===== src/rtl/wb_stage.sv =====
// Write-back stage: MEM/WB pipeline register, load-data extraction, register-file
// write port drive and a retired-instruction counter.
module wb_stage #(
  parameter int CNT_WIDTH = 32
) (
  input  logic                 clk,
  input  logic                 rst_n,
  input  logic                 Stall,
  input  logic                 Flush,
  input  logic                 M_Valid,
  input  logic                 M_RegWrite,
  input  logic [1:0]           M_WbSel,
  input  logic [2:0]           M_LoadType,
  input  logic [4:0]           M_RdAddr,
  input  logic [31:0]          M_AluResult,
  input  logic [31:0]          M_MemData,
  input  logic [31:0]          M_PcPlus8,
  output logic [4:0]           RdAddr,
  output logic [31:0]          RdData,
  output logic                 RegWrite,
  output logic                 W_Valid,
  output logic [CNT_WIDTH-1:0] RetireCount
);

  localparam logic [1:0] SEL_ALU  = 2'b00;
  localparam logic [1:0] SEL_LOAD = 2'b01;
  localparam logic [1:0] SEL_LINK = 2'b10;

  localparam logic [2:0] LD_LW  = 3'b000;
  localparam logic [2:0] LD_LB  = 3'b001;
  localparam logic [2:0] LD_LBU = 3'b010;
  localparam logic [2:0] LD_LH  = 3'b011;
  localparam logic [2:0] LD_LHU = 3'b100;

  logic                 valid_r;
  logic                 regwrite_r;
  logic [1:0]           wbsel_r;
  logic [2:0]           loadtype_r;
  logic [4:0]           rdaddr_r;
  logic [31:0]          alu_r;
  logic [31:0]          mem_r;
  logic [31:0]          pc8_r;
  logic [CNT_WIDTH-1:0] retire_r;
  logic                 capture_s;
  logic [31:0]          load_s;
  logic [31:0]          rddata_s;

  // Little-endian sub-word extraction; unknown load codes fall back to a full word.
  function automatic logic [31:0] extract_load(
    input logic [2:0]  ltype,
    input logic [1:0]  off,
    input logic [31:0] word
  );
    logic [7:0]  byte_v;
    logic [15:0] half_v;
    logic [31:0] res_v;
    case (off)
      2'd0:    byte_v = word[7:0];
      2'd1:    byte_v = word[15:8];
      2'd2:    byte_v = word[23:16];
      2'd3:    byte_v = word[31:24];
      default: byte_v = word[7:0];
    endcase
    if (off[1] == 1'b1) begin
      half_v = word[31:16];
    end else begin
      half_v = word[15:0];
    end
    case (ltype)
      LD_LW:   res_v = word;
      LD_LB:   res_v = {{24{byte_v[7]}}, byte_v};
      LD_LBU:  res_v = {24'h00_0000, byte_v};
      LD_LH:   res_v = {{16{half_v[15]}}, half_v};
      LD_LHU:  res_v = {16'h0000, half_v};
      default: res_v = word;
    endcase
    return res_v;
  endfunction

  assign capture_s = (Flush == 1'b0) && (Stall == 1'b0);

  // MEM/WB register: flush inserts a bubble (and wins over stall), stall holds.
  always_ff @(posedge clk or negedge rst_n) begin
    if (!rst_n) begin
      valid_r    <= 1'b0;
      regwrite_r <= 1'b0;
      wbsel_r    <= 2'b00;
      loadtype_r <= 3'b000;
      rdaddr_r   <= 5'd0;
      alu_r      <= 32'h0000_0000;
      mem_r      <= 32'h0000_0000;
      pc8_r      <= 32'h0000_0000;
    end else if (Flush) begin
      valid_r    <= 1'b0;
      regwrite_r <= 1'b0;
    end else if (!Stall) begin
      valid_r    <= M_Valid;
      regwrite_r <= M_RegWrite;
      wbsel_r    <= M_WbSel;
      loadtype_r <= M_LoadType;
      rdaddr_r   <= M_RdAddr;
      alu_r      <= M_AluResult;
      mem_r      <= M_MemData;
      pc8_r      <= M_PcPlus8;
    end
  end

  // Retired-instruction counter, free-running wrap.
  always_ff @(posedge clk or negedge rst_n) begin
    if (!rst_n) begin
      retire_r <= '0;
    end else if (capture_s && M_Valid) begin
      retire_r <= retire_r + {{(CNT_WIDTH-1){1'b0}}, 1'b1};
    end
  end

  assign load_s = extract_load(loadtype_r, alu_r[1:0], mem_r);

  // Write-data source select; code 11 behaves as the ALU path.
  always_comb begin
    rddata_s = alu_r;
    case (wbsel_r)
      SEL_ALU:  rddata_s = alu_r;
      SEL_LOAD: rddata_s = load_s;
      SEL_LINK: rddata_s = pc8_r;
      default:  rddata_s = alu_r;
    endcase
  end

  assign RdAddr      = rdaddr_r;
  assign RdData      = rddata_s;
  assign RegWrite    = valid_r && regwrite_r && (rdaddr_r != 5'd0);
  assign W_Valid     = valid_r;
  assign RetireCount = retire_r;

endmodule


===== config.mk =====
export PLATFORM = sky130hd
export DESIGN_NAME = wb_stage
export DESIGN_NICKNAME = d
export VERILOG_FILES = /design/src/rtl/wb_stage.sv
export SDC_FILE = /design/constraint.sdc
export NUM_CORES = 1
export LEC_CHECK = 0
export BUFFER_PORTS_ARGS = -buffer_cell sky130_fd_sc_hd__buf_2
export CORE_MARGIN = 1.5
export CORE_UTILIZATION = 57
export CTS_BUF_LIST = sky130_fd_sc_hd__clkbuf_16
export CTS_CLUSTER_DIAMETER = 50
export DETAILED_ROUTE_END_ITERATION = 8
export GPL_TIMING_DRIVEN = 1
export PLACE_DENSITY = 0.85
export RECOVER_POWER = 25
export SETUP_SLACK_MARGIN = 0.1
export SYNTH_ARGS = -nofsm -noshare
export SYNTH_HDL_FRONTEND = slang
export SYNTH_SLANG_ARGS = --single-unit

===== constraint.sdc =====
create_clock -name clk -period 5.55 [get_ports clk]
set_input_delay 0.555 -clock clk [delete_from_list [all_inputs] [get_ports clk]]
set_output_delay 0.555 -clock clk [all_outputs]
set_load 0.02 [all_outputs]

==> out/metrics.cfg, run 1 <==
[synth]
synth-async-reset-ratio_pct = 100
yosysSeqAreaShare_pct = 50.5
synth.avg_cell_area_um2 = 11.3
ys_types = 48
synthesis.nets = 729
synthFlopType = dfrtp_1
synth-seq-cells = 140
synth_edf_count = 0
syn_area_um2 = 6930
ys_warn_count = 0
synthCells = 614

[critical_path]
critical-path-max-stage-delay_ns = 2.27
end_kind = asynchronous set/reset pin
worst-path-buf-inv = 2
critPathLaunchType = input port
path_max_fanout = 80
path_cells = clkbuf_1 -> buf_4
critPathTopFamily = buffers and inverters
cp_slowest_cell = clkbuf_1
critPathArrivalTime_ns = 3.97
required_ns = 5.94
crit_type = in2async

[clock_network]
clock-sinks = 140
cts_hold_buf = 0
cts_max_level = 4
post_cts_buffers = 0
cts_max_path_buffers = 2
path_clk_slew_ns = 0.06
cts_tree = built
cts-root-buf = clkbuf_16
clk_latency_ns = 0.43
cts_resized = 0
cts-buffers-inserted = 17

[routing]
routed_wl_mm = 18.2
wl_per_cell_um = 19.3
ant_nets = 0
vias = 5582
drtIter0Drc = 422
drt_first_pass_iters = 5
drc = 0
via_per_inst = 5.94

[finish]
seq_area_um2 = 3500
final_common_cell = buf_2
drive_above_1_share_pct = 41.2
layout_common_cells = 180 x buf_2, 140 x dfrtp_1, 103 x mux2_2, 61 x nand2_1, 48 x nor2_1
multi_input_area_um2 = 3230
nets = 896
areaGrowthSynthToFinish_pct = 21.5
fill_cells = 878

[timing]
worstMarginPinSlew_ns = 3.28
slew_viol_final = 92
hold_violations = 0
finalClockSkew_ns = 0.00706
grt_setup_unrepaired = no
max_freq_ghz = 0.279
fin_crit_sh_pct = 64.6
setup_viol = 0
fin_ws_ns = 1.97
slew_headroom_pct = -119
min_period_ns = 3.58
tns_ns = 0

[die]
placementRows = 40
die_area_um2 = 12800
die_w_um = 113
start_util_pct = 58.2
core_area_um2 = 11900
die_h_um = 113
io_pins = 183

[global_routing]
grt_start_max_net_pins = 81
antenna_found_initial = 2
grt.total_usage_pct = 29.1
first_global_vias = 5786
grt_pass1_wl_mm = 28.6
overflow = 0

[place]
hpwlAfterDp_mm = 12.5
place_worst_setup_slack_ns = 2.53
gp_congestion = 0.876
port_buffers = 182

[power]
vdd_ir_drop_max_mv = 0.288
p_leak_nw = 3.96
power.total_mw = 3.15
p_per_area_nw_per_um2 = 374

[status]
violations = max-capacitance violations, max-slew violations
status = finished with violations

[worst_hold_path]
hp-class = in2reg

[job]
cap_violations = 2

layout make-up:
class | instances | area share [%]
Inverter | 5 | 0.223
Clock inverter | 12 | 1.32
Sequential cell | 140 | 41.6
Tap cell | 147 | 2.18
Antenna cell | 2 | 0.0594
Timing Repair Buffer | 186 | 11.1
Multi-Input combinational cell | 431 | 38.4
Clock buffer | 17 | 5.05
registers in the layout, summed over array words and instances, names as in the netlist:
register and flops:
wbsel_r 2, loadtype_r 3, RetireCount 32, pc8_r 32, W_Valid 1, mem_r 32
regwrite_r 1, RdAddr 5, alu_r 32
where the power goes:
part           internal, mW  switching (mW)
combinational         0.327           0.466
clock                 0.642           0.415
sequential             1.15           0.144
metal layers:
metal	wire length [um]	up-vias	global-route usage, %	part of all wire, %
met5	0	-	0	0
li1	-	2546	-	-
met4	842	0	18.4	4.6
met1	7240	2738	35.0	40
met3	1070	60	7.12	5.9
met2	9030	238	47.1	50
Yosys cell counts (3+ instances only):
| cell | instances | share of area (%) |
|---|---|---|
| xnor2_1 | 24 | 3.0 |
| a221oi_1 | 7 | 0.88 |
| and4_1 | 4 | 0.51 |
| nor2_1 | 48 | 2.6 |
| clkbuf_1 | 25 | 1.4 |
| nand3_1 | 13 | 0.94 |
| xor2_1 | 9 | 1.1 |
| nand2_1 | 61 | 3.3 |
| and3_1 | 10 | 0.90 |
| buf_4 | 4 | 0.43 |
| o21ai_0 | 11 | 0.79 |
| mux2i_1 | 18 | 2.6 |
| nor2b_1 | 11 | 0.99 |
| ha_1 | 3 | 0.54 |
| inv_1 | 4 | 0.22 |
| a21oi_1 | 44 | 3.2 |
| buf_2 | 9 | 0.65 |
| nand3_2 | 4 | 0.58 |
| mux2_2 | 103 | 17 |
| a31oi_1 | 7 | 0.63 |
| and2_1 | 3 | 0.27 |
| o221ai_1 | 23 | 2.9 |
| dfrtp_1 | 140 | 51 |
cells by family (layout without fill, tap and decap cells):
kind of cell	Yosys count	in the layout	synth area share, %
mux	121	121	19.3
simple gates	170	170	12.6
other cells	0	2	0
buf+inv	43	220	2.71
compound gates	104	104	10.1
xor+xnor	33	33	4.17
flops	140	140	50.5
fa+ha+maj	3	3	0.542
final timing paths:
kind | start | to | slack (ns) | cells past startpoint
setup / recovery | rst_n | pc8_r[11] | 1.97 | 2
max in group clk | loadtype_r[1] | RdData[8] | 1.97 | 5
setup reg to reg | RetireCount[2] | RetireCount[25] | 3.61 | 5
hold / removal | M_LoadType[2] | loadtype_r[2] | 0.35 | 3
hold reg to reg | RetireCount[31] | RetireCount[31] | 0.48 | 1
min in group asynchronous | rst_n | RetireCount[30] | 1.23 | 1
through the flow:
step	area, um^2	instances	util [%]	hold slack [ns]
floorplan	6930	614	-	0.259
global placement	7910	909	66.4	0.458
detailed placement	7910	909	66.4	0.463
CTS	8450	938	70.9	0.114
global route	8420	940	70.7	0.350
finish	8420	940	70.7	0.354
Power figures use the tool's default switching activity.
==> run 2: changes to the inputs <==
--- a/config.mk
+++ b/config.mk
@@ -5,14 +5,15 @@
 export SDC_FILE = /design/constraint.sdc
 export NUM_CORES = 1
 export LEC_CHECK = 0
+export ABC_AREA = 1
 export BUFFER_PORTS_ARGS = -buffer_cell sky130_fd_sc_hd__buf_2
 export CORE_MARGIN = 1.5
-export CORE_UTILIZATION = 57
+export CORE_UTILIZATION = 54
 export CTS_BUF_LIST = sky130_fd_sc_hd__clkbuf_16
 export CTS_CLUSTER_DIAMETER = 50
 export DETAILED_ROUTE_END_ITERATION = 8
 export GPL_TIMING_DRIVEN = 1
-export PLACE_DENSITY = 0.85
+export PLACE_DENSITY = 0.8
 export RECOVER_POWER = 25
 export SETUP_SLACK_MARGIN = 0.1
 export SYNTH_ARGS = -nofsm -noshare
==> constraint.sdc (replaced) <==
create_clock -name clk -period 3.43 [get_ports clk]
set_input_delay 0.343 -clock clk [delete_from_list [all_inputs] [get_ports clk]]
set_output_delay 0.343 -clock clk [all_outputs]
set_load 0.02 [all_outputs]
==> run 2 against run 1 <==
Effect of this change: the flow still finishes with violations (max-capacitance violations, max-slew violations); sequential power increased by 55%; combinational power increased by 95%; die area increased by 16%; register-to-register slack got worse by 2.2 ns; final cell count increased by 53%; worst setup slack got worse by 1.4 ns; clock skew decreased by 0.00054 ns; sequential share of layout area decreased by 3.6 points; clock power increased by 67%; global-route usage increased by 1.8 points; count of clock-buffer cells in the layout unchanged.
==> out/metrics.cfg, run 2 <==
[place]
hpwlAfterDp_mm = 15.6
port_buffers = 182
dpl_cell_area_um2 = 8650
gp_congestion = 0.992

[clock_network]
path_clk_slew_ns = 0.06
cts_resized = 0
clock-sinks = 140
cts_tree = built
clk_latency_ns = 0.43
cts_max_path_buffers = 2
cts_hold_buf = 0
cts_max_level = 4
post_cts_buffers = 0
cts-root-buf = clkbuf_16
cts-buffers-inserted = 17

[timing]
slew_headroom_pct = -47.3
max_freq_ghz = 0.347
grt_setup_unrepaired = no
worstMarginPinSlew_ns = 2.21
slew_viol_final = 89
finalClockSkew_ns = 0.00653
hold_violations = 0
min_period_ns = 2.89
fin_crit_sh_pct = 84.1
setup_viol = 0
tns_ns = 0

[finish]
final_common_cell = nand2_1
final_core_util_pct = 66.6
nets = 1355
areaGrowthSynthToFinish_pct = 20.5
drive_above_1_share_pct = 20.3
fill_cells = 1220
layout_common_cells = 450 x nand2_1, 180 x buf_2, 140 x dfrtp_1, 92 x nor2_1, 88 x a21oi_1
design_area_um2 = 9210

[synth]
ys_top_cells_by_count = 450 x nand2_1, 140 x dfrtp_1, 92 x nor2_1
synthesis.nets = 1191
netlist_top_cells_area = dfrtp_1 46%, nand2_1 22%, a21oi_1 5.8%, nor2_1 4.5%, nand3_1 3.9%
synthCells = 1076
synth.avg_cell_area_um2 = 7.10
synthFlopType = dfrtp_1
ys_warn_count = 0
syn_area_um2 = 7640
yosysTopAreaCell = dfrtp_1
synth-seq-cells = 140
ys_types = 28
synth.top_cell.area_share_pct = 45.9
synth-async-reset-ratio_pct = 100
yosysSeqAreaShare_pct = 45.9
synth_most_common_cell = nand2_1
synth_edf_count = 0

[routing]
drt_first_pass_iters = 8
drc = 0
via_per_inst = 5.38
drtIter0Drc = 875
ant_nets = 0
routed_wl_mm = 22.3
wl_per_cell_um = 15.6
vias = 7724

[critical_path]
critPathLaunchType = flop
required_ns = 3.09
cp_slowest_cell = nor2_8
critPathTopFamily = simple AND/OR/NAND/NOR gates
end_kind = output pin
crit_type = reg2out
worst-path-buf-inv = 3
path_max_fanout = 40
path_cells = inv_1 -> nand3_1 -> nand2_2 -> nor2_8 -> inv_4 -> nand3_4 -> nand2_1 -> a21oi_1 -> buf_2
critPathArrivalTime_ns = 2.54
critical-path-max-stage-delay_ns = 0.50

[global_routing]
grt.total_usage_pct = 30.9
grt_start_max_net_pins = 89
first_global_vias = 6937
overflow = 0
grt_pass1_wl_mm = 35.2
antenna_found_initial = 0

[die]
start_util_pct = 55.2
core_area_um2 = 13800
die_area_um2 = 14900
die_h_um = 122
placementRows = 43
io_pins = 183
die_w_um = 122

[status]
violations = max-capacitance violations, max-slew violations
status = finished with violations

[power]
p_leak_nw = 4.87
vdd_ir_drop_max_mv = 0.385
p_per_area_nw_per_um2 = 580
power.total_mw = 5.34

[worst_hold_path]
hp-class = in2reg

[job]
cap_violations = 1

[run 2: changes by cell type in the layout (fill, tap and decap cells not counted), sizes merged, moves of 10 or more]
cell / delta
nand2: +391
inv: +82
o221ai: -23
xnor2: -19
nand3: +47
a21oi: +63
nor2: +49
and3: -10
mux2: -103
nor2b: -11
o21ai: +33
mux2i: -18
[run 2: power breakdown]
| group | switching, mW | internal [mW] | leakage, nW |
|---|---|---|---|
| clock | 0.719 | 1.05 | 0.285 |
| combinational | 1.06 | 0.486 | 2.83 |
| sequential | 0.170 | 1.85 | 1.75 |
[run 2: final cells by class]
class	count	area, um^2	area share [%]
antenna	2	5.00	0.0544
clock buffer	17	425	4.62
clock inverter	15	134	1.45
inverter	84	318	3.45
multi-input combinational	803	3600	39.1
sequential	140	3500	38.1
tap	180	225	2.45
timing repair buffer	194	996	10.8
[run 2: worst paths after layout]
kind | from | endpoint | slack [ns] | cells after the start
max | loadtype_r[2] | RdData[31] | 0.54 | 9
min | M_PcPlus8[30] | pc8_r[30] | 0.11 | 3
max reg2reg | RetireCount[0] | RetireCount[20] | 1.46 | 7
min reg2reg | pc8_r[18] | pc8_r[18] | 0.47 | 2
max in group asynchronous | rst_n | pc8_r[28] | 1.32 | 2
min in group asynchronous | rst_n | RdAddr[3] | 0.58 | 1
[run 2: kinds of logic after synthesis]
| kind of cell | Yosys count | share of synthesized area, % |
|---|---|---|
| buf+inv | 133 | 7.01 |
| xor+xnor | 21 | 2.41 |
| fa+ha+maj | 3 | 0.491 |
| compound gates | 154 | 11.1 |
| flops | 140 | 45.9 |
| simple gates | 625 | 33.1 |
[run 2: metal layers]
layer	up-vias	global-route usage, %	share of wire (%)
met4	0	10.8	2.4
met1	3531	43.4	42
met5	-	0	0
met3	48	8.05	10
met2	434	46.5	45
li1	3711	-	-
[run 2: worst min-delay path: cells and delay by family]
kind / cells / cell delay (ns)
buffers and inverters: 1 / 0.07
AND/OR/NAND/NOR: 2 / 0.09
[run 2: per-stage QoR]
| step | hold WS [ns] | worst slack, ns | cells |
|---|---|---|---|
| 2_1_floorplan | 0.0474 | 1.51 | 1076 |
| 4_1_cts | 0.0263 | 0.569 | 1433 |
| 5_1_grt | 0.110 | 0.318 | 1433 |
| 3_3_place_gp | 0.454 | 1.13 | 1401 |
| 6_report | 0.110 | 0.545 | 1435 |
| 3_5_place_dp | 0.458 | 1.05 | 1401 |
==> run 3: changes to the inputs <==
--- a/config.mk
+++ b/config.mk
@@ -5,15 +5,15 @@
 export SDC_FILE = /design/constraint.sdc
 export NUM_CORES = 1
 export LEC_CHECK = 0
-export ABC_AREA = 1
+export ABC_AREA = 0
 export BUFFER_PORTS_ARGS = -buffer_cell sky130_fd_sc_hd__buf_2
 export CORE_MARGIN = 1.5
-export CORE_UTILIZATION = 54
+export CORE_UTILIZATION = 48
 export CTS_BUF_LIST = sky130_fd_sc_hd__clkbuf_16
 export CTS_CLUSTER_DIAMETER = 50
 export DETAILED_ROUTE_END_ITERATION = 8
 export GPL_TIMING_DRIVEN = 1
-export PLACE_DENSITY = 0.8
+export PLACE_DENSITY = 0.77
 export RECOVER_POWER = 25
 export SETUP_SLACK_MARGIN = 0.1
 export SYNTH_ARGS = -nofsm -noshare
==> constraint.sdc (replaced) <==
create_clock -name clk -period 2.5 [get_ports clk]
set_input_delay 0.25 -clock clk [delete_from_list [all_inputs] [get_ports clk]]
set_output_delay 0.25 -clock clk [all_outputs]
set_load 0.02 [all_outputs]
==> run 3 against run 2 <==
Effect of this change: critical endpoint is now RdData[6]; largest power group unchanged; largest cell class unchanged; highest routed layer is now met5; clock power up 31%; count of clock-buffer cells in the layout is the same; final area increased by 0.39%; power is 41% higher; utilization fell by 0.51 points; the flow finishes with violations (max-capacitance violations, max-slew violations, negative setup slack); via count is 23% lower; clock skew is 0.0011 ns higher.
==> out/metrics.cfg, run 3 (synthesis results as in run 1) <==
[critical_path]
ff2ff_path_depth = 5
required_ns = 2.25
path_max_fanout = 6
r2r_setup_slack_ns = 0.67
critPathLaunchType = flop
crit_type = reg2out
critPathArrivalTime_ns = 2.28
end_kind = output pin

[clock_network]
clock-sinks = 140
cts-buffers-inserted = 17
cts-root-buf = clkbuf_16
path_clk_slew_ns = 0.06
cts_max_level = 4
cts_max_path_buffers = 2
cts_tree = built
clk_latency_ns = 0.42

[timing]
worstMarginPinSlew_ns = 1.71
slew_headroom_pct = -13.8
max_freq_ghz = 0.395
whs_ns = 0.0452
slew_viol_final = 68
setup_viol = 2
hold_violations = 0
tns_ns = -0.0421
fin_ws_ns = -0.0322
finalClockSkew_ns = 0.00758
grt_setup_unrepaired = yes
min_period_ns = 2.53
fin_crit_sh_pct = 101

[status]
violations = max-capacitance violations, max-slew violations, negative setup slack
status = finished with violations

[finish]
areaGrowthSynthToFinish_pct = 33.3
fill_cells = 1014
nets = 925
final_core_util_pct = 66.1
multi_input_area_um2 = 3600
final_common_cell = buf_2
stdcell_count = 1005
layout_common_cells = 152 x buf_2, 135 x dfrtp_1, 102 x mux2_2, 61 x nand2_1, 47 x nor2_1
seq_area_um2 = 3510
drive_above_1_share_pct = 49.7
design_area_um2 = 9240

[global_routing]
grt_pass1_wl_mm = 30.4
first_global_vias = 5899
overflow = 0
grt.total_usage_pct = 26.4
grt_start_max_net_pins = 73
antenna_found_initial = 4

[routing]
wl_met1_mm = 8.04
wl_met3_mm = 1.51
via_per_inst = 5.90
highest_layer = met5
wl_met2_mm = 9.94
drc = 0
ant_nets = 0
routed_wl_mm = 20.2
wl_per_cell_um = 20.1
vias = 5929
drt_first_pass_iters = 5
drtIter0Drc = 475

[die]
io_pins = 183
placementRows = 43
die_h_um = 123
die_area_um2 = 15200
start_util_pct = 49.6
core_area_um2 = 14000
die_w_um = 123

[worst_hold_path]
hp-class = in2reg
hold_depth = 3

[place]
gp_congestion = 0.971
dpl_cell_area_um2 = 8050
hpwlAfterDp_mm = 13.3
port_buffers = 182
place_worst_setup_slack_ns = 0.137
dp.cells = 951

[power]
power.total_mw = 7.53
p_per_area_nw_per_um2 = 815
vdd_ir_drop_max_mv = 0.498
p_leak_nw = 4.21

[job]
cap_violations = 1

-- run 3: cell types whose count changed in the layout (fill, tap and decap cells not counted), sizes merged, moves of 33 or more --
| cell | previous run | this run |
|---|---|---|
| a21oi | 108 | 45 |
| inv | 90 | 8 |
| mux2 | 0 | 103 |
| nand2 | 452 | 61 |
| nand3 | 64 | 17 |
| nor2 | 97 | 48 |
| o21ai | 45 | 12 |
-- run 3: final cells by class --
type	instances	share of cell area [%]
clock buffer	17	4.60
tap	180	2.44
multi-input combinational	431	39.0
timing repair buffer	215	14.5
inverter	5	0.203
sequential	140	38.0
clock inverter	13	1.22
antenna	4	0.108
-- run 3: repair_timing --
action,CTS,global route
hold buffers,1,0
gates resized for setup,66,50
endpoints found under the setup margin,32,32
buffers inserted,14,4
hold endpoints to repair,45,0
pin swaps,16,17
cloned,1,0
-- run 3: worst paths after layout --
check	start	end
max	loadtype_r[1]	RdData[6]
min	M_WbSel[1]	wbsel_r[1]
max reg2reg	RetireCount[4]	RetireCount[27]
min reg2reg	RetireCount[31]	RetireCount[31]
max in group asynchronous	rst_n	pc8_r[0]
min in group asynchronous	rst_n	RetireCount[29]
-- run 3: worst max-delay path, stage by stage (launching register included) --
cell and delay, ns:
dfrtp_2 0.47, nor3b_4 0.32, buf_6 0.19, a22oi_2 0.09, buf_6 0.14, a221oi_1 0.30, o21ai_0 0.16, buf_2 0.19
-- run 3: where the power goes --
part / internal (mW) / switching [mW]
Combinational: 1.05 / 1.30
Sequential: 2.56 / 0.308
Clock: 1.43 / 0.894
-- run 3: routing by layer --
metal  up-vias  track usage (%)
li1       2606                -
met1      2941             33.9
met2       308             42.1
met3        72             7.61
met4         2             10.6
met5         -                0
